[src/rtl/key_event_scheduler.sv]
// Per-frame key scanner: converts the held-key level vector into press/release/repeat
// events queued in a small FIFO and consumed over a valid/ready handshake.
module key_event_scheduler #(
    parameter int               NKEYS        = 10,
    parameter int               FIFO_DEPTH   = 8,
    parameter int               REPEAT_DELAY = 20,
    parameter int               REPEAT_RATE  = 5,
    parameter logic [NKEYS-1:0] REPEAT_MASK  = 10'b00_0111_0011
) (
    input  logic             clk,
    input  logic             rst,
    input  logic             frame_tick,
    input  logic [NKEYS-1:0] key,
    input  logic             evt_ready,
    output logic             evt_valid,
    output logic [3:0]       evt_code,
    output logic [1:0]       evt_type,
    output logic [NKEYS-1:0] held,
    output logic             overflow,
    input  logic             overflow_clr
);

    localparam int CMAX = (REPEAT_DELAY > REPEAT_RATE) ? REPEAT_DELAY : REPEAT_RATE;
    localparam int CW   = $clog2(CMAX + 1);
    localparam int IW   = (NKEYS > 1) ? $clog2(NKEYS) : 1;
    localparam int AW   = $clog2(FIFO_DEPTH);

    localparam logic [CW-1:0] DELAY_V  = CW'(REPEAT_DELAY);
    localparam logic [CW-1:0] RATE_V   = CW'(REPEAT_RATE);
    localparam logic [CW-1:0] CTR_ONE  = CW'(1);
    localparam logic [IW-1:0] LAST_IDX = IW'(NKEYS - 1);

    localparam logic [1:0] EVT_PRESS   = 2'd0;
    localparam logic [1:0] EVT_RELEASE = 2'd1;
    localparam logic [1:0] EVT_REPEAT  = 2'd2;

    typedef enum logic [1:0] {
        IDLE,
        SNAP,
        SCAN
    } state_t;

    state_t            state;
    state_t            next_state;
    logic [IW-1:0]     idx;
    logic [NKEYS-1:0]  prev;
    logic              pending;
    logic [CW-1:0]     ctr [NKEYS];

    logic              cur_held;
    logic              cur_prev;
    logic              cur_mask;
    logic [CW-1:0]     cur_ctr;
    logic [CW-1:0]     ctr_next;
    logic              push;
    logic [1:0]        push_type;

    logic [5:0]        mem [FIFO_DEPTH];
    logic [AW:0]       wr_ptr;
    logic [AW:0]       rd_ptr;
    logic              empty;
    logic              full;
    logic              pop;
    logic              do_push;
    logic              drop;
    logic [5:0]        head;

    always_ff @(posedge clk or posedge rst) begin
        if (rst) begin
            state <= IDLE;
        end else begin
            state <= next_state;
        end
    end

    always_comb begin
        next_state = state;
        case (state)
            IDLE:    if (frame_tick || pending) next_state = SNAP;
            SNAP:    next_state = SCAN;
            SCAN:    if (idx == LAST_IDX) next_state = IDLE;
            default: next_state = IDLE;
        endcase
    end

    // A tick arriving while busy (including during SNAP) must not be lost, so set beats clear.
    always_ff @(posedge clk or posedge rst) begin
        if (rst) begin
            idx     <= '0;
            held    <= '0;
            prev    <= '0;
            pending <= 1'b0;
        end else begin
            if (state == SNAP) begin
                prev <= held;
                held <= key;
                idx  <= '0;
            end else if (state == SCAN) begin
                idx <= (idx == LAST_IDX) ? '0 : idx + IW'(1);
            end

            if (frame_tick && (state != IDLE)) begin
                pending <= 1'b1;
            end else if (state == SNAP) begin
                pending <= 1'b0;
            end
        end
    end

    always_comb begin
        cur_held  = held[idx];
        cur_prev  = prev[idx];
        cur_mask  = REPEAT_MASK[idx];
        cur_ctr   = ctr[idx];
        ctr_next  = cur_ctr;
        push      = 1'b0;
        push_type = EVT_PRESS;
        if (state == SCAN) begin
            if (cur_held && !cur_prev) begin
                push      = 1'b1;
                push_type = EVT_PRESS;
                if (cur_mask) ctr_next = DELAY_V;
            end else if (!cur_held && cur_prev) begin
                push      = 1'b1;
                push_type = EVT_RELEASE;
                ctr_next  = '0;
            end else if (cur_held && cur_prev && cur_mask) begin
                if (cur_ctr == CTR_ONE) begin
                    push      = 1'b1;
                    push_type = EVT_REPEAT;
                    ctr_next  = RATE_V;
                end else begin
                    ctr_next = cur_ctr - CTR_ONE;
                end
            end
        end
    end

    // Counters advance even when the event itself is dropped on a full queue.
    always_ff @(posedge clk or posedge rst) begin
        if (rst) begin
            for (int i = 0; i < NKEYS; i++) ctr[i] <= '0;
        end else if (state == SCAN) begin
            ctr[idx] <= ctr_next;
        end
    end

    assign empty     = (wr_ptr == rd_ptr);
    assign full      = (wr_ptr[AW] != rd_ptr[AW]) && (wr_ptr[AW-1:0] == rd_ptr[AW-1:0]);
    assign evt_valid = !empty;
    assign pop       = evt_valid && evt_ready;
    assign do_push   = push && (!full || pop);
    assign drop      = push && full && !pop;
    assign head      = mem[rd_ptr[AW-1:0]];
    assign evt_code  = evt_valid ? head[5:2] : 4'd0;
    assign evt_type  = evt_valid ? head[1:0] : 2'd0;

    always_ff @(posedge clk) begin
        if (do_push) begin
            mem[wr_ptr[AW-1:0]] <= {4'(idx), push_type};
        end
    end

    always_ff @(posedge clk or posedge rst) begin
        if (rst) begin
            wr_ptr   <= '0;
            rd_ptr   <= '0;
            overflow <= 1'b0;
        end else begin
            if (do_push) wr_ptr <= wr_ptr + (AW+1)'(1);
            if (pop)     rd_ptr <= rd_ptr + (AW+1)'(1);
            if (drop) begin
                overflow <= 1'b1;
            end else if (overflow_clr) begin
                overflow <= 1'b0;
            end
        end
    end

endmodule

[config.mk]
export PLATFORM = sky130hd
export DESIGN_NAME = key_event_scheduler
export DESIGN_NICKNAME = d
export VERILOG_FILES = /design/src/rtl/key_event_scheduler.sv
export SDC_FILE = /design/constraint.sdc
export NUM_CORES = 1
export LEC_CHECK = 0
export CORE_MARGIN = 3
export CORE_UTILIZATION = 55
export DETAILED_ROUTE_END_ITERATION = 10
export PLACE_DENSITY_LB_ADDON = 0.12
export SLEW_MARGIN = 20
export SYNTH_ARGS = -nofsm -noshare
export SYNTH_HDL_FRONTEND = slang
export SYNTH_SLANG_ARGS = --single-unit
[constraint.sdc]
create_clock -name clk -period 4.5 [get_ports clk]
set_input_delay 0.675 -clock clk [delete_from_list [all_inputs] [get_ports clk]]
set_output_delay 0.675 -clock clk [all_outputs]
set_load 0.02 [all_outputs]
Word level (Yosys, flattened, before mapping)
Memories as Yosys holds them, arrays and structs flattened.
Index checks and enable logic that the tools add are counted.
W data, S select, Z words.

cells by class
  add/subtract/negate cells = 4
  magnitude comparators = 3
  eq/ne operators = 9
  multiplexer cells = 41
  bitwise logic cells = 1
  reductions and logical operators = 24

operator list
  kind                   number
  $bwmux W50             1
  $mux W5                9
  $bmux W5 S4            1
  $demux W5 S4           1
  $mux W2                8
  $mux W4                4
  $mux W1                14
  $add A4 B1 Y4 const B  3
  $logic_and A1 B1 Y1    11
  $bmux W1 S4            2
  $reduce_bool A2 Y1     4
  $pmux W2 S3            1
  $eq A5 B1 Y1 const B   1
  $ge A5 B5 Y1 const B   1
  $logic_not A1 Y1       5
  $lt A4 B5 Y1 const B   1
  $lt A5 B1 Y1 const B   1
  $not A4 Y5             1
  $sub A5 B1 Y5 const B  1
  $eq A4 B4 Y1           1
  $eq A4 B4 Y1 const B   1
  $eq A3 B3 Y1           1
  $eq A2 B1 Y1 const B   1
  $eq A2 B2 Y1 const B   1
  6 further kinds        7

storage, ports and cells
  register bits after elaboration = 86
  bits in writable memories = 48
  ROM bits = 16
  input port bits = 15
  output and inout port bits = 18
  logic and storage cells = 102
  memories kept = 2

memory list
  name              depth  width  rd ports  clocked after Yosys merged registers in  wr ports  line  text
  mem               8      6      1         0                                        1         58    logic [5:0] mem [FIFO_DEPTH];
  (name not given)  16     1      1         0                                        0         113   cur_mask = REPEAT_MASK[idx];

Logic depth before layout (Yosys ltp)
  depth in word-level cells = 13
  mapped depth = 14
  mapped depth without buffers = 10

Least setup slack after synthesis
No wires, ideal clock.

  path kind = register to register
  from = register idx[1]
  to = memory mem[4][0], enable pin
  library setup time = 0.321 ns
  arrival time = 2.696 ns
  data required time = 4.179 ns
  setup slack = 1.483 ns
  cell stages (with the launch flop) = 13
  buffers on the path = 4
  period minus slack after synthesis = 3.017 ns
  path through = dfrtp_1 > buf_6 > buf_12 > buf_12 > mux2_1 > o22ai_1 > a211oi_1 > a21oi_1 > ha_1 > nand4_1 > a21oi_2 > buf_4 > and4bb_1

on the way
  longest elaborated chain between the ends = 13
  elaborated cells between the ends (all ways) = 25
  those cells by class = eq/ne: 1; mux: 15; bitwise: 1; reduce/logical: 7; memory: 1

RTL lines
  item                                         line  text
  start: declaration                           45    logic [IW-1:0] idx;
  start signal: assignment                     99    idx <= (idx == LAST_IDX) ? '0 : idx + IW'(1);
  $not A4 Y5 (not written as such)             114   cur_ctr = ctr[idx];
  $bmux W5 S4                                  114
  $mux W5 (not written as such) (2 in series)  114
  $eq A5 B1 Y1                                 128   if (cur_ctr == CTR_ONE) begin
  $mux W1                                      128
  $mux W1                                      127   end else if (cur_held && cur_prev && cur_mask) begin
  $mux W1                                      123   end else if (!cur_held && cur_prev) begin
  $mux W1 *                                    119   if (cur_held && !cur_prev) begin
  $mux W1 *                                    118   if (state == SCAN) begin
  $logic_and A1 B1 Y1 *                        152   assign do_push = push && (!full || pop);
  $mux W1 *                                    159   if (do_push) begin
  $mux W1 (not written as such) *              160   mem[wr_ptr[AW-1:0]] <= {4'(idx), push_type};
  end: declaration                             58

Every way passes the cells marked *; elsewhere a longest branch is shown, timed or not. The select of a mux whose other input is x is not followed.

Worst setup path after layout
  from = register idx[2]
  to = memory mem[3][0], enable pin

Same word-level chain as after synthesis.

==> impl_table.tex <==
\begin{tabular}{lr}
\hline
Metric & Value \\
\hline
\multicolumn{2}{l}{\textbf{Logic synthesis}} \\
Synthesized-area fraction occupied by adder cells & 0.0154 \\
Number of warnings printed during yosys synthesis & 0 \\
Combinational family with the most area after synthesis & multiplexers \\
Share of the synthesized area in the top cell type & 0.331 \\
Most instantiated library cell after synthesis & sky130\_fd\_sc\_hd\_\_dfrtp\_1 \\
Synthesized netlist net count & 532 \\
Multiplexer share of the synthesized area & 0.161 \\
Complex-gate fraction of the synthesized area & 0.114 \\
Synthesized instance count & 509 \\
Mapped Area & 0.00649 sq mm \\
Number of distinct library cell variants in the gate-level netlist after synthesis & 67 \\
Average size of a mapped cell & 12.8 sq um \\
Basic-gate share of the synthesized area counting and, or, nand and nor cells & 0.106 \\
Yosys reg bits & 134 \\
Number of enable-type register cells in the synthesized netlist & 48 \\
Library cell with the largest summed area after synthesis & sky130\_fd\_sc\_hd\_\_dfrtp\_1 \\
Dominant cells by area after synthesis & sky130\_fd\_sc\_hd\_\_dfrtp\_1 33\%, sky130\_fd\_sc\_hd\_\_edfxtp\_1 22\%, sky130\_fd\_sc\_hd\_\_mux2i\_1 5.6\% \\
Leading post-synthesis cells by instance count & 86 x sky130\_fd\_sc\_hd\_\_dfrtp\_1, 48 x sky130\_fd\_sc\_hd\_\_edfxtp\_1, 42 x sky130\_fd\_sc\_hd\_\_nor2\_1, 39 x sky130\_fd\_sc\_hd\_\_nand2\_1, 36 x sky130\_fd\_sc\_hd\_\_mux2i\_1 \\
Primary flip-flop cell chosen by synthesis mapping & sky130\_fd\_sc\_hd\_\_dfrtp\_1 \\
Sequential-to-total area share from yosys stat & 0.553 \\
Synthesized-area fraction occupied by xor and xnor cells & 0.0148 \\
Proportion of synthesized flip-flops having asynchronous set or reset & 0.642 \\
\multicolumn{2}{l}{\textbf{CTS}} \\
Clock latency of the later-clocked register in the worst-skew pair & 0.42 ns \\
Buffers inserted by post-CTS timing repair & 0 \\
Clock sink count & 134 \\
Htree depth & 4 \\
Buffers from clock root to sink, at most & 2 \\
Count of cells resized by post-cts repair & 0 \\
Clock transition time at the flip-flop clock pins of the worst setup and hold paths & 0.06 ns \\
CTS hold repair buffers & 0 \\
Cts bufs inserted & 17 \\
TritonCTS clock tree & done \\
Buffer type at the clock tree root & sky130\_fd\_sc\_hd\_\_clkbuf\_16 \\
\multicolumn{2}{l}{\textbf{Power and ir drop}} \\
Leak pwr & 2.98 nW \\
Max rail drop VDD & 0.566 mV \\
Power per cell area & 849 mW/mm\^{}2 \\
\multicolumn{2}{l}{\textbf{Drt}} \\
Post-detailed-route via-to-cell ratio & 6.09 \\
Routed wire length per instance & 20.3 microns \\
DR pass1 iterations & 5 \\
Iter 0 DRT Violations & 370 \\
Number of nets still failing antenna checks after routing & 0 \\
Vias after detailed routing & 4251 \\
Final wirelength & 14100 microns \\
Number of design rule violations left after detail routing & 0 \\
\multicolumn{2}{l}{\textbf{Worst hold path}} \\
Sink of the worst hold path & ctr[5] \\
Hold path startpoint & ctr[5] \\
Min-Delay Path Depth & 2 \\
Kind of path behind the tightest hold check & reg2reg \\
\multicolumn{2}{l}{\textbf{Timing}} \\
Slew at the pin closest to its max-slew limit & 0.936 ns \\
Worst rel slew slack & 0.376 \\
Pins Over Slew Limit & 0 \\
Final worst-path cycle share & 0.828 \\
Setup repair after global routing missed its margin & false \\
Number of failing hold endpoints at the final stage & 0 \\
Time the final worst path needs with I/O delays and setup & 3.72 ns \\
Setup\_tns & 0 ns \\
Clock tree skew after final layout & 0.00801 ns \\
Worst hold slack across all endpoints & 0.472 ns \\
Highest clock rate & 269 MHz \\
Final count of negative-setup-slack endpoints & 0 \\
\multicolumn{2}{l}{\textbf{Floorplanning}} \\
Chip height & 115 microns \\
Die Footprint & 0.0131 sq mm \\
Initial standard-cell utilization of the core & 0.566 \\
Number of placement rows & 39 \\
Core area & 0.0115 sq mm \\
Ports & 33 \\
Chip width & 115 microns \\
\multicolumn{2}{l}{\textbf{Setup path}} \\
Reg-to-reg critical path startpoint & idx[2] \\
Worst reg2reg setup slack & 0.78 ns \\
Critical path endpoint category & flip-flop \\
Worst Path Class, Setup & reg2reg \\
Arr. time, crit path & 3.82 ns \\
Worst reg2reg endpoint & mem[3][0] \\
Maximum net fanout on the critical path & 26 \\
Required arrival time at the worst endpoint & 4.60 ns \\
Kind of start point of the critical path & flip-flop \\
R2R depth & 8 \\
\multicolumn{2}{l}{\textbf{Outcome}} \\
Run status & finished clean \\
\multicolumn{2}{l}{\textbf{Cells and area}} \\
\# diodes & 0 \\
Area added between synthesis and finish & 14.9\% \\
Net total in the final layout & 565 \\
Utilization after layout & 0.651 \\
Fraction of layout cells with a size suffix above 1 & 0.207 \\
\multicolumn{2}{l}{\textbf{GRT}} \\
Overflow left after global routing & 0 \\
Overall routing resource usage & 0.231 \\
Number of antenna violations at the first check in global routing & 0 \\
Number of global-route vias before repair & 4280 \\
Global-route wire length before repair & 22800 microns \\
Pin count of the biggest net entering global routing & 59 \\
\multicolumn{2}{l}{\textbf{Run}} \\
Number of maximum-capacitance constraint violations & 0 \\
\multicolumn{2}{l}{\textbf{Place}} \\
Global placement routability congestion & 0.949 \\
Number of I/O port buffers & 32 \\
Dpl hpwl & 9700 microns \\
\hline
\end{tabular}
sequential cells by signal, indices dropped and copies added (netlist names):
name and flops:
ctr 50, mem 48, rd_ptr 4, pending 1, state 2, wr_ptr 4
held 10, overflow 1, prev 10, idx 4
how the worst max path moves through the flow:
stage | from | end | slack (ns) | cells past startpoint
3_3_place_gp | idx[2] | mem[5][5] | 0.93 | 8
4_1_cts | idx[2] | mem[5][0] | 0.82 | 8
3_5_place_dp | idx[2] | mem[5][0] | 0.84 | 8
2_1_floorplan | idx[1] | mem[4][0] | 1.48 | 12
6_report | idx[2] | mem[3][0] | 0.78 | 8
5_1_grt | idx[2] | mem[7][2] | 0.50 | 8
final cells by class:
cell class / count / area [sq um]
fill: 869 / 4010
sequential: 134 / 3590
multi-input combinational: 336 / 2680
clock buffer: 22 / 444
timing repair buffer: 42 / 395
tap: 143 / 179
clock inverter: 10 / 129
inverter: 11 / 43.8
metrics by stage:
stage | total power (W) | cells | cell area [sq um] | setup slack [ns]
floorplan | 0.00418 | 509 | 6490 | 1.48
global route | 0.00671 | 698 | 7460 | 0.502
detailed placement | 0.00496 | 666 | 6880 | 0.839
CTS | 0.00633 | 698 | 7460 | 0.819
global placement | 0.00489 | 666 | 6880 | 0.933
finish | 0.00633 | 698 | 7460 | 0.776
cell families (layout without fill, tap and decap cells):
family	Yosys count	count (layout)
AOI/OAI and AO/OA	99	99
xor gates and xnor gates	11	11
adders and majority gates	8	8
buffers and inverters	39	85
DFF	134	134
muxes	84	84
and+or+nand+nor	134	134
power by group:
part           switching [W]  internal (W)
Sequential          0.000404       0.00170
Combinational        0.00164       0.00124
Clock               0.000489      0.000865
placed cells by master, fill, tap and decap left out, types with 7 or more instances in the layout:
| cell | instances |
|---|---|
| sky130_fd_sc_hd__xnor2_1 | 8 |
| sky130_fd_sc_hd__o21ai_0 | 7 |
| sky130_fd_sc_hd__a21oi_1 | 16 |
| sky130_fd_sc_hd__nor3_1 | 10 |
| sky130_fd_sc_hd__mux2i_1 | 36 |
| sky130_fd_sc_hd__o21ai_2 | 10 |
| sky130_fd_sc_hd__inv_1 | 9 |
| sky130_fd_sc_hd__nor2_1 | 42 |
| sky130_fd_sc_hd__edfxtp_1 | 48 |
| sky130_fd_sc_hd__mux2_2 | 29 |
| sky130_fd_sc_hd__a31oi_1 | 13 |
| sky130_fd_sc_hd__nand2_1 | 39 |
| sky130_fd_sc_hd__a22oi_1 | 9 |
| sky130_fd_sc_hd__o21ai_1 | 13 |
| sky130_fd_sc_hd__clkbuf_16 | 17 |
| sky130_fd_sc_hd__nand3_1 | 9 |
| sky130_fd_sc_hd__mux4_2 | 13 |
| sky130_fd_sc_hd__ha_1 | 7 |
| sky130_fd_sc_hd__clkdlybuf4s50_1 | 32 |
| sky130_fd_sc_hd__dfrtp_1 | 85 |
| sky130_fd_sc_hd__buf_4 | 10 |
worst max-delay path: stages, from the launching register on:
cell and delay [ns]:
sky130_fd_sc_hd__dfrtp_1 0.96, sky130_fd_sc_hd__mux4_2 0.42, sky130_fd_sc_hd__o22ai_1 0.17, sky130_fd_sc_hd__a211oi_1 0.10, sky130_fd_sc_hd__a21oi_1 0.37, sky130_fd_sc_hd__ha_1 0.29, sky130_fd_sc_hd__nand4_1 0.17, sky130_fd_sc_hd__a21oi_2 0.47
sky130_fd_sc_hd__and4b_1 0.45
metal layers:
layer,track usage,up-vias,part of all wire
met4,0.0918,0,0.019
met5,0,-,0
met2,0.352,154,0.47
met3,0.0566,26,0.072
li1,-,1956,-
met1,0.322,2115,0.43
Power figures use the tool's default switching activity.
